===== config.mk =====
export PLATFORM = sky130hd
export DESIGN_NAME = ex_operand_bypass_flat
export DESIGN_NICKNAME = d
export VERILOG_FILES = /design/src/rtl/ex_operand_bypass_pkg.sv /design/src/rtl/ex_operand_bypass_if.sv /design/src/rtl/ex_operand_bypass_bypass_match.sv /design/src/rtl/ex_operand_bypass.sv /design/src/flat_wrapper.sv
export SDC_FILE = /design/constraint.sdc
export NUM_CORES = 1
export LEC_CHECK = 0
export ABC_CLOCK_PERIOD_IN_PS = 5200
export BUFFER_PORTS_ARGS = -buffer_cell sky130_fd_sc_hd__clkbuf_2
export CORE_MARGIN = 2
export CORE_UTILIZATION = 25
export CTS_BUF_LIST = sky130_fd_sc_hd__clkbuf_8
export DETAILED_ROUTE_END_ITERATION = 8
export GPL_TIMING_DRIVEN = 0
export PLACE_DENSITY = 0.4
export SYNTH_ARGS = -nofsm -noshare
export SYNTH_HDL_FRONTEND = slang
export SYNTH_SLANG_ARGS = --single-unit

===== constraint.sdc =====
create_clock -name clk -period 5.2 [get_ports clk]
set_clock_uncertainty 0.1 [all_clocks]
set_input_delay 0.52 -clock clk [delete_from_list [all_inputs] [get_ports clk]]
set_output_delay 0.52 -clock clk [all_outputs]
set_load 0.005 [all_outputs]

===== src/rtl/ex_operand_bypass_pkg.sv =====
// rtl/ex_operand_bypass_pkg.sv - shared constants for the operand capture/bypass stage
package ex_operand_bypass_pkg;

    localparam int NO_TAG = 0;

    typedef logic [1:0] count_t;

    localparam count_t DEPTH = 2'd2;

endpackage


===== src/rtl/ex_operand_bypass_if.sv =====
// rtl/ex_operand_bypass_if.sv - issue, writeback and execute-side signals of the capture stage
interface ex_operand_bypass_if #(
    parameter int WIDTH = 64,
    parameter int TAG_W = 6
);
    logic             in_valid;
    logic             in_ready;
    logic [TAG_W-1:0] in_tag_a;
    logic [TAG_W-1:0] in_tag_b;
    logic [WIDTH-1:0] in_val_a;
    logic [WIDTH-1:0] in_val_b;
    logic             wb_valid;
    logic [TAG_W-1:0] wb_tag;
    logic [WIDTH-1:0] wb_data;
    logic             out_valid;
    logic             out_ready;
    logic [WIDTH-1:0] out_a;
    logic [WIDTH-1:0] out_b;

    modport master (
        output in_valid, in_tag_a, in_tag_b, in_val_a, in_val_b,
        output wb_valid, wb_tag, wb_data, out_ready,
        input  in_ready, out_valid, out_a, out_b
    );

    modport slave (
        input  in_valid, in_tag_a, in_tag_b, in_val_a, in_val_b,
        input  wb_valid, wb_tag, wb_data, out_ready,
        output in_ready, out_valid, out_a, out_b
    );
endinterface


===== src/rtl/ex_operand_bypass_bypass_match.sv =====
// rtl/ex_operand_bypass_bypass_match.sv - tag compare and writeback select for one operand
module bypass_match
    import ex_operand_bypass_pkg::*;
#(
    parameter int WIDTH = 64,
    parameter int TAG_W = 6
) (
    input  logic [TAG_W-1:0] tag,
    input  logic [WIDTH-1:0] val,
    input  logic             wb_valid,
    input  logic [TAG_W-1:0] wb_tag,
    input  logic [WIDTH-1:0] wb_data,
    output logic [WIDTH-1:0] result
);
    logic hit;

    // Tag zero means the operand has no producer and must never pick up a broadcast.
    assign hit    = wb_valid && (wb_tag == tag) && (tag != TAG_W'(NO_TAG));
    assign result = hit ? wb_data : val;
endmodule


===== src/rtl/ex_operand_bypass.sv =====
// rtl/ex_operand_bypass.sv - operand capture with writeback bypass and a 2-entry snooping skid buffer
module ex_operand_bypass
    import ex_operand_bypass_pkg::*;
#(
    parameter int WIDTH = 64,
    parameter int TAG_W = 6
) (
    input  logic               clk,
    input  logic               reset,
    input  logic               flush,
    ex_operand_bypass_if.slave bus
);
    typedef struct packed {
        logic [TAG_W-1:0] tag_a;
        logic [TAG_W-1:0] tag_b;
        logic [WIDTH-1:0] val_a;
        logic [WIDTH-1:0] val_b;
    } entry_t;

    entry_t           ent_q [2];
    logic [1:0]       vld_q;
    logic             head_q;
    logic             tail_q;
    count_t           count_q;
    count_t           count_next;
    logic             rdy_q;
    logic             accept;
    logic             pop;
    logic [WIDTH-1:0] cap_a;
    logic [WIDTH-1:0] cap_b;
    logic [WIDTH-1:0] snp_a [2];
    logic [WIDTH-1:0] snp_b [2];

    bypass_match #(.WIDTH(WIDTH), .TAG_W(TAG_W)) u_cap_a (
        .tag(bus.in_tag_a), .val(bus.in_val_a), .wb_valid(bus.wb_valid),
        .wb_tag(bus.wb_tag), .wb_data(bus.wb_data), .result(cap_a)
    );

    bypass_match #(.WIDTH(WIDTH), .TAG_W(TAG_W)) u_cap_b (
        .tag(bus.in_tag_b), .val(bus.in_val_b), .wb_valid(bus.wb_valid),
        .wb_tag(bus.wb_tag), .wb_data(bus.wb_data), .result(cap_b)
    );

    for (genvar i = 0; i < 2; i++) begin : g_snoop
        bypass_match #(.WIDTH(WIDTH), .TAG_W(TAG_W)) u_snp_a (
            .tag(ent_q[i].tag_a), .val(ent_q[i].val_a), .wb_valid(bus.wb_valid),
            .wb_tag(bus.wb_tag), .wb_data(bus.wb_data), .result(snp_a[i])
        );
        bypass_match #(.WIDTH(WIDTH), .TAG_W(TAG_W)) u_snp_b (
            .tag(ent_q[i].tag_b), .val(ent_q[i].val_b), .wb_valid(bus.wb_valid),
            .wb_tag(bus.wb_tag), .wb_data(bus.wb_data), .result(snp_b[i])
        );
    end

    // in_ready is a flop so execute backpressure never reaches the issue side combinationally.
    assign bus.in_ready  = rdy_q;
    assign bus.out_valid = (count_q != 2'd0);
    assign bus.out_a     = bus.out_valid ? ent_q[head_q].val_a : '0;
    assign bus.out_b     = bus.out_valid ? ent_q[head_q].val_b : '0;

    assign accept = bus.in_valid && rdy_q;
    assign pop    = bus.out_valid && bus.out_ready;

    always_comb begin
        count_next = count_q;
        if (accept && !pop) begin
            count_next = count_q + 2'd1;
        end else if (pop && !accept) begin
            count_next = count_q - 2'd1;
        end
    end

    always_ff @(posedge clk) begin
        if (reset) begin
            for (int i = 0; i < 2; i++) begin
                ent_q[i] <= '0;
            end
            vld_q   <= '0;
            head_q  <= 1'b0;
            tail_q  <= 1'b0;
            count_q <= '0;
            rdy_q   <= 1'b0;
        end else if (flush) begin
            vld_q   <= '0;
            head_q  <= 1'b0;
            tail_q  <= 1'b0;
            count_q <= '0;
            rdy_q   <= 1'b1;
        end else begin
            for (int i = 0; i < 2; i++) begin
                if (vld_q[i]) begin
                    ent_q[i].val_a <= snp_a[i];
                    ent_q[i].val_b <= snp_b[i];
                end
            end
            // The capture write lands after the snoop loop so a freshly filled slot takes the new op.
            if (accept) begin
                ent_q[tail_q] <= '{tag_a: bus.in_tag_a, tag_b: bus.in_tag_b,
                                   val_a: cap_a, val_b: cap_b};
                vld_q[tail_q] <= 1'b1;
                tail_q        <= ~tail_q;
            end
            if (pop) begin
                vld_q[head_q] <= 1'b0;
                head_q        <= ~head_q;
            end
            count_q <= count_next;
            rdy_q   <= (count_next != DEPTH);
        end
    end
endmodule


===== src/flat_wrapper.sv =====
// flat-port wrapper written by rule: the top's interface ports become plain ports
module ex_operand_bypass_flat import ex_operand_bypass_pkg::*;
#(
    parameter int WIDTH = 64,
    parameter int TAG_W = 6
)
  (clk, reset, flush, bus_in_valid, bus_in_tag_a, bus_in_tag_b, bus_in_val_a, bus_in_val_b, bus_wb_valid, bus_wb_tag, bus_wb_data, bus_out_ready, bus_in_ready, bus_out_valid, bus_out_a, bus_out_b);
  ex_operand_bypass_if #(.WIDTH(WIDTH), .TAG_W(TAG_W)) bus_i ();
  input  logic clk;
  input  logic reset;
  input  logic flush;
  input wire logic [$bits(bus_i.in_valid)-1:0] bus_in_valid;
  input wire logic [$bits(bus_i.in_tag_a)-1:0] bus_in_tag_a;
  input wire logic [$bits(bus_i.in_tag_b)-1:0] bus_in_tag_b;
  input wire logic [$bits(bus_i.in_val_a)-1:0] bus_in_val_a;
  input wire logic [$bits(bus_i.in_val_b)-1:0] bus_in_val_b;
  input wire logic [$bits(bus_i.wb_valid)-1:0] bus_wb_valid;
  input wire logic [$bits(bus_i.wb_tag)-1:0] bus_wb_tag;
  input wire logic [$bits(bus_i.wb_data)-1:0] bus_wb_data;
  input wire logic [$bits(bus_i.out_ready)-1:0] bus_out_ready;
  output wire logic [$bits(bus_i.in_ready)-1:0] bus_in_ready;
  output wire logic [$bits(bus_i.out_valid)-1:0] bus_out_valid;
  output wire logic [$bits(bus_i.out_a)-1:0] bus_out_a;
  output wire logic [$bits(bus_i.out_b)-1:0] bus_out_b;
  assign bus_i.in_valid = bus_in_valid;
  assign bus_i.in_tag_a = bus_in_tag_a;
  assign bus_i.in_tag_b = bus_in_tag_b;
  assign bus_i.in_val_a = bus_in_val_a;
  assign bus_i.in_val_b = bus_in_val_b;
  assign bus_i.wb_valid = bus_wb_valid;
  assign bus_i.wb_tag = bus_wb_tag;
  assign bus_i.wb_data = bus_wb_data;
  assign bus_i.out_ready = bus_out_ready;
  assign bus_in_ready = bus_i.in_ready;
  assign bus_out_valid = bus_i.out_valid;
  assign bus_out_a = bus_i.out_a;
  assign bus_out_b = bus_i.out_b;
  ex_operand_bypass #(.WIDTH(WIDTH), .TAG_W(TAG_W)) u_core (.clk(clk), .reset(reset), .flush(flush), .bus(bus_i));
endmodule

==> Flow_metrics.wiki <==
{| class="wikitable"
! Metric !! Value
|-
| Run status || finished, final reports clean
|-
| Cell variety after synth || 54
|-
| Number of gates resized after cts || 0
|-
| Clock tree from TritonCTS || yes
|-
| Maximum VDD drop || 0.1726 mV
|-
| Remaining global-route overflow || 0
|-
| WL final || around 76000 um
|-
| Minimum clock period || 4.154 ns
|-
| DRC violations left || 0
|-
| Routed length per instance || around 25 um
|-
| Final critical-path share of the clock period || roughly 80%
|-
| Count of warnings emitted by yosys || 0
|-
| Category of the critical setup timing path || register to primary output
|-
| Achievable clock frequency || 240.7 MHz
|-
| Leading cell types by total area after synthesis || sky130_fd_sc_hd__edfxtp_1 49%, sky130_fd_sc_hd__mux2i_1 7.5%, sky130_fd_sc_hd__o211ai_1 5.6%
|-
| Relative max-transition margin || 2.212%
|-
| Total count of hold-check failures in the final report || 0
|-
| Area growth, synth to finish || 24.87%
|-
| Number of cells after detailed placement || 2947
|-
| Data required, critical path || 4.58 ns
|-
| Unrepaired setup endpoints after global routing || no
|-
| Fin area || 21430 um2
|-
| Reg2Reg Setup Slack || around 1.3 ns
|-
| Clock-pin slew reported for the worst setup and hold paths after clock tree synthesis || 0.07 ns
|-
| Reported max-cap violation count || 0
|-
| Layout cell share with drive strength beyond 1 || between 20% and 30%
|-
| Initial core utilization || 25.15%
|-
| Number of buffers inserted by post-CTS setup repair || 0
|-
| Vias in the first global route || roughly 16000
|-
| Critical path startpoint category || register
|-
| Cell taking the most area after synthesis || sky130_fd_sc_hd__edfxtp_1
|-
| CTS hold repair buffers || 0
|-
| Average cell area after synthesis || 10.01 um2
|-
| Number of levels in the clock H-tree || 2
|-
| Power density of the placed cells || 274.0 nW/um2
|-
| Number of storage elements in the synthesis netlist || about 290
|-
| Cell area after synthesis || 17160 um2
|-
| Cell count of the worst reg-to-reg path || 7
|-
| Number of setup violations in the final report || 0
|-
| Drt via density || 5.287
|-
| Number of antenna violations at the first check in global routing || 7
|-
| Port Buffer Count || 338
|-
| Transition time at the pin with the least slew margin || 1.467 ns
|-
| Clock insertion delay at the later pin of the skew report || roughly 0.65 ns
|-
| Area of the core region || about 68000 um2
|-
| Die ar. || 70760 um2
|-
| Global-route wire length before repair || 108800 um
|-
| Number of buffers on the longest clock path || 3
|-
| Static leakage || 7.884 nW
|-
| Most frequent cells after synthesis || 280 x sky130_fd_sc_hd__edfxtp_1, 145 x sky130_fd_sc_hd__nor2_1, 137 x sky130_fd_sc_hd__clkbuf_1
|-
| Pin count of the biggest net entering global routing || 28
|-
| HPWL after detailed placement || approximately 55000 um
|-
| Clock sink count || ~290
|-
| GPL Wtd Cong || between 0.8 and 0.9
|-
| Area post-placement || 20340 um2
|-
| Kind of end point of the critical path || primary output
|-
| Routed Antenna Nets || 0
|-
| Global router's overall resource usage || 20.83%
|-
| Critical path capture point || bus_out_b[61]
|-
| Syn_nets || 1931
|-
| Mapped Cells || around 1700
|-
| Startpoint of the worst setup timing path || u_core.count_q[0]$_SDFF_PP0_
|-
| DR pass1 iterations || 6
|-
| Number of top-level design ports || 346
|-
| CP Max Fanout || 10
|-
| Asr flop ratio synth || 0%
|-
| TritonCTS Buffers || 55
|-
| Capture instance of the worst register-to-register path || u_core.ent_q[1][57]$_DFFE_PP_
|-
| Final #Nets || 2339
|-
| Worst Hold Margin || about 0.073 ns
|-
| Clock root buffer || sky130_fd_sc_hd__clkbuf_8
|-
| Library cell with the highest instance count after synthesis || sky130_fd_sc_hd__edfxtp_1
|-
| Post-layout power || approximately 5.9 mW
|-
| Pins over their slew limit || 0
|-
| Final cell count without fillers || ~3000
|-
| Number of vias after detailed routing || between 15000 and 20000
|-
| Critical Path AT || 3.53 ns
|-
| Floorplan die height || between 200 and 300 um
|-
| Critical R2R Launch || u_core.tail_q$_SDFFE_PP0P_
|-
| Share of the yosys chip area belonging to registers || 49.93%
|-
| Overall die width || 266.0 um
|-
| Count of flip-flops with a built-in enable after synthesis || between 200 and 300
|-
| Type of the tightest min-delay check || primary input to register
|-
| Starting DRC count in detailed routing || 1277
|-
| Commonest register cell after synthesis || sky130_fd_sc_hd__edfxtp_1
|-
| Synth top area share || between 40% and 50%
|-
| Cell Rows || 96
|}
[worst max-delay path: stages (launching register included)]
cell and delay, ns:
sky130_fd_sc_hd__dfxtp_1 0.34, sky130_fd_sc_hd__inv_1 0.13, sky130_fd_sc_hd__ha_1 0.24, sky130_fd_sc_hd__clkbuf_1 1.08
sky130_fd_sc_hd__buf_1 0.67, sky130_fd_sc_hd__nor2_1 0.24, sky130_fd_sc_hd__clkbuf_2 0.17
[stage by stage]
step	utilization [%]	setup TNS, ns	worst slack, ns
after global routing	31.41	0	0.9817
final	31.41	0	1.046
after floorplan	-	0	0.07314
after global placement	29.26	-691.60	-3.629
after detailed placement	29.82	0	1.378
after CTS	31.41	0	0.9886
[registers in the layout, indices dropped and copies added (netlist names), named ones only]
name / cells
u_core.bus.in_ready: 1
u_core.tail_q: 1
u_core.vld_q: 2
u_core.ent_q: 280
u_core.count_q: 2
u_core.head_q: 1
[report_power, final]
part / switching [mW] / total [mW] / internal, mW
sequential: 0.0335 / 2.71 / 2.67
combinational: 0.619 / 0.878 / 0.260
clock: 1.03 / 2.29 / 1.26
total: 1.69 / 5.87 / 4.19
[metal layers]
layer  up-vias  global-route usage [%]  routed length [um]
met5         -                       0                  44
li1       7354                       -                   -
met2       707                   34.55               35920
met3       131                   4.048                5076
met1      7911                   27.52               32750
met4         8                   6.013                2019
[cell usage in the layout (no fill, tap or decap), types with 3 or more instances in the layout]
master                      instances
sky130_fd_sc_hd__clkbuf_2         338
sky130_fd_sc_hd__edfxtp_1         280
sky130_fd_sc_hd__inv_1            150
sky130_fd_sc_hd__nor2_1           144
sky130_fd_sc_hd__clkbuf_1         137
sky130_fd_sc_hd__nand2_1          136
sky130_fd_sc_hd__nor3_1           132
sky130_fd_sc_hd__nand4_1          129
sky130_fd_sc_hd__mux2i_1          128
sky130_fd_sc_hd__o211ai_1         128
sky130_fd_sc_hd__nor4_1            67
sky130_fd_sc_hd__a22o_1            64
sky130_fd_sc_hd__a221o_1           64
sky130_fd_sc_hd__clkbuf_8          57
sky130_fd_sc_hd__and3_1            27
sky130_fd_sc_hd__buf_2             20
sky130_fd_sc_hd__buf_1             19
sky130_fd_sc_hd__xnor2_1           18
sky130_fd_sc_hd__xor2_1            18
sky130_fd_sc_hd__clkinv_1          13
sky130_fd_sc_hd__a21oi_1            9
sky130_fd_sc_hd__dfxtp_1            8
sky130_fd_sc_hd__clkinv_2           8
sky130_fd_sc_hd__buf_6              7
sky130_fd_sc_hd__buf_12             7
sky130_fd_sc_hd__buf_16             6
sky130_fd_sc_hd__bufinv_16          5
sky130_fd_sc_hd__or4_1              3
sky130_fd_sc_hd__o2111ai_1          3
[cell families after synthesis]
logic type	share of synthesized area (%)
buffers and inverters	7.407
AO/OA/AOI/OAI	14.36
flip-flops	49.93
AND/OR/NAND/NOR	18.87
XOR/XNOR	1.837
multiplexers	7.466
adder cells (fa/ha/maj)	0.1312
[area by class of cell]
type	instances	area [um2]
diodes	1	2.502
plain buffers	183	764.5
clock buffers	57	784.5
clock inverters	42	299.0
fillers	7208	46800
inverters	135	506.7
multi-input cells	1108	7403
flip-flops and latches	288	8568
well taps	882	1104
repair buffers	351	1997
[how the worst min path moves through the flow]
stage	from	endpoint	slack, ns	depth (start not counted)
floorplan	u_core.vld_q[0]$_SDFF_PP0_	u_core.vld_q[0]$_SDFF_PP0_	0.35	2
global placement	u_core.vld_q[0]$_SDFF_PP0_	u_core.vld_q[0]$_SDFF_PP0_	0.38	2
detailed placement	u_core.vld_q[0]$_SDFF_PP0_	u_core.vld_q[0]$_SDFF_PP0_	0.39	2
CTS	bus_in_val_b[6]	u_core.ent_q[0][6]$_DFFE_PP_	0.02	2
global route	bus_in_val_b[4]	u_core.ent_q[0][4]$_DFFE_PP_	0.04	2
finish	bus_in_val_b[4]	u_core.ent_q[0][4]$_DFFE_PP_	0.07	2
(Power assumes the default switching activity.)
